===== src/rtl/p1v_pkg.sv =====
// Shared P1V definitions: reset-cause codes and the reset generator state encoding.
package p1v_pkg;

   typedef enum logic [1:0] {
      RST_POR = 2'b00,
      RST_SW  = 2'b01,
      RST_WDT = 2'b10
   } rst_cause_e;

   typedef enum logic {
      RST_HOLD = 1'b0,
      RST_RUN  = 1'b1
   } rst_state_e;

endpackage


===== src/rtl/p1v_rst_sync.sv =====
// Reset-release synchroniser: asserts asynchronously, releases SYNC_STAGES clock
// edges after rst_ni rises. Usable for any reset domain.
module p1v_rst_sync #(
   parameter int unsigned SYNC_STAGES = 2
) (
   input  logic clk_i,
   input  logic rst_ni,
   output logic rst_sync_o
);

   logic [SYNC_STAGES-1:0] chain_q;

   // Shift ones in from the bottom once the async reset is released.
   always_ff @(posedge clk_i or negedge rst_ni) begin
      if (!rst_ni) begin
         chain_q <= '0;
      end else begin
         chain_q <= {chain_q[SYNC_STAGES-2:0], 1'b1};
      end
   end

   assign rst_sync_o = chain_q[SYNC_STAGES-1];

endmodule


===== src/rtl/p1v_rstgen.sv =====
// P1V core reset generator. Holds nres low for HOLD_CYCLES after a synchronised
// board-reset release, turns the software reboot level into a timed reset and
// records why the last reset happened. Build with P1V_RSTGEN_WDT_EN defined to
// add the watchdog; without it wdt_kick is ignored and WDT is never reported.
//
// state    | meaning
// ---------+---------------------------------------------------------------
// RST_HOLD | nres low; hold counter runs once rst_sync is high
// RST_RUN  | nres high; reboot (or watchdog expiry) re-enters RST_HOLD
module p1v_rstgen
   import p1v_pkg::*;
#(
   parameter int unsigned SYNC_STAGES = 2,
   parameter int unsigned CNT_W       = 24,
   parameter int unsigned HOLD_CYCLES = 24'd8_000_000,
   parameter int unsigned WDT_CYCLES  = 24'hFF_FFFF
) (
   input  logic       clk_cog,
   input  logic       inp_resn,
   input  logic       reboot,
   input  logic       wdt_kick,
   output logic       nres,
   output logic [1:0] rst_cause
);

   localparam logic [CNT_W-1:0] HOLD_MAX = CNT_W'(HOLD_CYCLES - 1);
   localparam logic [CNT_W-1:0] CNT_ONE  = CNT_W'(1);

   rst_state_e       state_q, state_d;
   rst_cause_e       cause_q, cause_d;
   logic [CNT_W-1:0] hold_cnt_q, hold_cnt_d;
   logic             nres_q;
   logic             rst_sync;

   p1v_rst_sync #(
      .SYNC_STAGES (SYNC_STAGES)
   ) u_rst_sync (
      .clk_i      (clk_cog),
      .rst_ni     (inp_resn),
      .rst_sync_o (rst_sync)
   );

`ifdef P1V_RSTGEN_WDT_EN
   localparam logic [CNT_W-1:0] WDT_MAX = CNT_W'(WDT_CYCLES - 1);

   logic [CNT_W-1:0] wdt_cnt_q, wdt_cnt_d;

   // Watchdog counter register; cleared by board reset.
   always_ff @(posedge clk_cog or negedge inp_resn) begin
      if (!inp_resn) begin
         wdt_cnt_q <= '0;
      end else begin
         wdt_cnt_q <= wdt_cnt_d;
      end
   end
`else
   localparam int unsigned wdt_cycles_unused = WDT_CYCLES;
   logic wdt_kick_unused;
   assign wdt_kick_unused = wdt_kick;
`endif

   // State, cause, hold counter and the single nres flop.
   always_ff @(posedge clk_cog or negedge inp_resn) begin
      if (!inp_resn) begin
         state_q    <= RST_HOLD;
         cause_q    <= RST_POR;
         hold_cnt_q <= '0;
         nres_q     <= 1'b0;
      end else begin
         state_q    <= state_d;
         cause_q    <= cause_d;
         hold_cnt_q <= hold_cnt_d;
         nres_q     <= (state_d == RST_RUN);
      end
   end

   // Next-state: release after the saturated hold count, reboot beats watchdog.
   always_comb begin
      state_d    = state_q;
      cause_d    = cause_q;
      hold_cnt_d = hold_cnt_q;
`ifdef P1V_RSTGEN_WDT_EN
      wdt_cnt_d  = '0;
`endif
      case (state_q)
         RST_HOLD: begin
            if (rst_sync) begin
               if (hold_cnt_q == HOLD_MAX) begin
                  if (!reboot) begin
                     state_d = RST_RUN;
                  end
               end else begin
                  hold_cnt_d = hold_cnt_q + CNT_ONE;
               end
            end
         end
         RST_RUN: begin
            if (reboot) begin
               state_d    = RST_HOLD;
               hold_cnt_d = '0;
               cause_d    = RST_SW;
            end
`ifdef P1V_RSTGEN_WDT_EN
            else if (wdt_kick) begin
               wdt_cnt_d = '0;
            end else if (wdt_cnt_q == WDT_MAX) begin
               state_d    = RST_HOLD;
               hold_cnt_d = '0;
               cause_d    = RST_WDT;
            end else begin
               wdt_cnt_d = wdt_cnt_q + CNT_ONE;
            end
`endif
         end
      endcase
   end

   assign nres      = nres_q;
   assign rst_cause = cause_q;

endmodule


===== config.mk =====
export PLATFORM = sky130hd
export DESIGN_NAME = p1v_rstgen
export DESIGN_NICKNAME = d
export VERILOG_FILES = /design/src/rtl/p1v_pkg.sv /design/src/rtl/p1v_rst_sync.sv /design/src/rtl/p1v_rstgen.sv
export SDC_FILE = /design/constraint.sdc
export NUM_CORES = 1
export LEC_CHECK = 0
export ABC_CLOCK_PERIOD_IN_PS = 5040
export CAP_MARGIN = 5
export CORE_AREA = 2 2 75 77
export CTS_BUF_LIST = sky130_fd_sc_hd__clkbuf_4
export DETAILED_ROUTE_END_ITERATION = 8
export DIE_AREA = 0 0 77 79
export SLEW_MARGIN = 20
export SYNTH_ARGS = -nofsm -noshare
export SYNTH_HDL_FRONTEND = slang
export SYNTH_SLANG_ARGS = --single-unit

===== constraint.sdc =====
create_clock -name clk_cog -period 5.04 [get_ports clk_cog]
set_input_delay 1.008 -clock clk_cog [delete_from_list [all_inputs] [get_ports clk_cog]]
set_output_delay 1.008 -clock clk_cog [all_outputs]
set_load 0.01 [all_outputs]

==> qor.log <==
INFO  status         outcome=finished, final reports clean
INFO  yosys          synth_seq_area_share=0.463
INFO  yosys          synth.largest_area_cell=sky130_fd_sc_hd__dfrtp_1
INFO  die            core=0.00534mm^2
INFO  setup_path     startpoint_type=register
INFO  routing        detail-route-antenna-nets=0
INFO  yosys          synth.top_cells.by_area=sky130_fd_sc_hd__dfrtp_1, sky130_fd_sc_hd__a21oi_1, sky130_fd_sc_hd__nand2_1
INFO  setup_path     worstPathRequired=4.03ns
INFO  placed_design  io_buffer_count=4
INFO  clock_network  clock_tree.buffer_depth=2
INFO  layout         fin_util=0.305
INFO  grt            grt_remaining_overflow=0
INFO  sta            setup-violations-final=0
INFO  sta            grt_setup_unrepaired=no
INFO  sta            post_route_fraction_of_the_period_consumed_by_the_critical_path=0.492
INFO  hold_path      min-delay-path-class=reg2reg
INFO  layout         layout_commonest_cell=sky130_fd_sc_hd__dfrtp_1
INFO  clock_network  cts-htree-levels=1
INFO  placed_design  dp_hpwl=2.27mm
INFO  placed_design  routabilityCongestion=0.800
INFO  setup_path     worstSetupPathType=reg2out
INFO  sta            finalHoldViolCount=0
INFO  setup_path     timing.critical_path.max_delay_family=buffers and inverters
INFO  layout         finalInstanceArea=0.00163mm^2
INFO  routing        wl_per_cell=13.8um
INFO  yosys          synth_top_area_frac=0.463
INFO  clock_network  post_cts.repair.setup_buffers=0
INFO  yosys          yosys_register_bits=28
INFO  layout         final_layout_size_suffix_gt1_frac=0.0617
INFO  setup_path     path_buf_inv=1
INFO  sta            maxClockFrequency=0.404GHz
INFO  yosys          netlist_instances=163
INFO  setup_path     crit_chain=clkdlybuf4s50_1
INFO  yosys          synth_net_count=168
INFO  grt            initial_antenna_violation_count=0
INFO  run            max_cap_violations=0
INFO  sta            worstMarginPinSlew=0.630ns
INFO  layout         mostFrequentLayoutCells=sky130_fd_sc_hd__dfrtp_1, sky130_fd_sc_hd__nand2_1, sky130_fd_sc_hd__a21oi_1, sky130_fd_sc_hd__nand3_1, sky130_fd_sc_hd__nor2_1
INFO  routing        drt_pass1_iterations=4
INFO  die            chipHeight=79um
INFO  clock_network  path_clk_slew=0.14ns
INFO  sta            slew_headroom=0.579
INFO  placed_design  dpl_cell_area=0.00160mm^2
INFO  yosys          ys_dominant_reg_cell=sky130_fd_sc_hd__dfrtp_1
INFO  grt            grt_max_degree=29
INFO  yosys          synth.lib_cells_used.distinct=44
INFO  yosys          synthesis.area=0.00151mm^2
INFO  clock_network  insertion_delay=0.34ns
INFO  yosys          syn_avg_cell_area=9.28um^2
INFO  power_and_ir_drop power=0.503mW
INFO  sta            timing.setup.tns=0ns
INFO  setup_path     cp-end-kind=output port
INFO  layout         area.growth.synth_to_final=7.44%
INFO  power_and_ir_drop cellLeakagePower=0.659nW
INFO  layout         fin_nets=169
INFO  power_and_ir_drop power_density=310mW/mm^2
INFO  sta            hold_ws=0.366ns
INFO  grt            grt_util_all_layers=0.114
INFO  routing        route.detailed.drc=0
INFO  yosys          ys_async_sr_fraction=1.00
INFO  grt            grt_pass1_wl=5.53mm
INFO  routing        drt-initial-drc-count=73
INFO  setup_path     worst-endpoint-arrival=1.47ns
INFO  die            io_pins=7
INFO  die            num_rows=27
INFO  sta            min_period=2.48ns
INFO  die            chipWidth=77um
INFO  routing        num_vias=1223
INFO  clock_network  cts_tree=done
INFO  die            start_util=0.283
INFO  clock_network  num_clock_sinks=28
INFO  grt            grt_pass1_vias=1163
INFO  sta            timing_max_transition_violations_final=0
INFO  setup_path     cpMaxStageDelayCell=sky130_fd_sc_hd__clkdlybuf4s50_1
INFO  sta            timing.clock.skew=0.00950ns
INFO  yosys          ys_warn_count=0
INFO  clock_network  cts_buffers=3
INFO  setup_path     cpPeakStageDelay=0.60ns
INFO  setup_path     worst-path-max-fanout=10
INFO  layout         antennaDiodeCount=0
INFO  routing        detail_route.vias_per_cell=5.23
INFO  power_and_ir_drop power.ir.vdd_worst=0.140mV
INFO  clock_network  cts-hold-fix-buffers=0
INFO  die            die_area=0.00608mm^2
INFO  clock_network  cts_resized=0
INFO  clock_network  cell_at_the_root_of_the_clock_tree=sky130_fd_sc_hd__clkbuf_4
INFO  routing        drt-total-wl=3.22mm
INFO  yosys          number_of_enable_type_register_cells_in_the_synthesized_netlist=0
[where the power goes]
part	leakage, nW	switching (mW)	internal (mW)	total [mW]
Combinational	0.332	0.0589	0.0441	0.103
Clock	0.0138	0.0680	0.0282	0.0961
Sequential	0.313	0.0430	0.261	0.304
Total	0.659	0.170	0.333	0.503
[state kept, by name, indices dropped and copies added (netlist names)]
name and flops:
nres 1, u_rst_sync.chain_q 2, hold_cnt_q 24, rst_cause 1
[worst reg2reg max path: cells and delay by family (launching register included)]
family | cells | cell delay (ns)
flip-flops | 1 | 0.51
AND/OR/NAND/NOR | 3 | 1.26
AO/OA/AOI/OAI | 1 | 0.16
[layer usage]
metal / share of wire / GRT usage / wire length (um) / up-vias
met3: 0.030 / 0.0273 / 98 / 2
li1: - / - / - / 601
met2: 0.47 / 0.190 / 1510 / 16
met1: 0.49 / 0.146 / 1580 / 604
met4: 0.010 / 0.0375 / 33 / 0
met5: 0 / 0 / 0 / -
[cells by family after synthesis]
logic type / after synthesis / synth area share
simple gates: 74 / 0.285
buf+inv: 13 / 0.0413
fa+ha+maj: 1 / 0.00827
compound gates: 40 / 0.165
flops: 28 / 0.463
other cells: 2 / 0.00496
mux: 4 / 0.0273
xor+xnor: 1 / 0.00579
[synth_stat cells (all sizes together), types with 4 or more instances]
cell type and number:
o31ai 4, and3 4, a21oi 16, a31oi 4, o21ai 5, nor2 7, dfrtp 28, nand3 9
buf 5, nand4 6, nor3 6, inv 4, and4 5, nand2 17, clkbuf 4
[layout make-up]
type,instances,area (um^2)
fill,595,3710
multi-input combinational,122,749
sequential,28,701
tap,72,90.1
timing repair buffer,5,47.5
clock buffer,3,22.5
inverter,4,15.0
[metrics by stage]
stage | setup WS (ns) | std cells
after global placement | 2.41 | 231
after global routing | 2.49 | 234
final | 2.56 | 234
after CTS | 2.55 | 234
after detailed placement | 2.41 | 231
after floorplan | 3.24 | 163
[final timing paths]
path	from	endpoint	slack, ns	cells after the start
setup / recovery	nres	nres	2.56	1
hold reg to reg	u_rst_sync.chain_q[0]	u_rst_sync.chain_q[1]	0.37	0
min in group asynchronous	inp_resn	hold_cnt_q[14]	1.02	2
setup reg to reg	nres	hold_cnt_q[22]	3.04	4
hold / removal	u_rst_sync.chain_q[0]	u_rst_sync.chain_q[1]	0.37	0
max in group asynchronous	inp_resn	hold_cnt_q[6]	3.73	2
(Power assumes the default switching activity.)
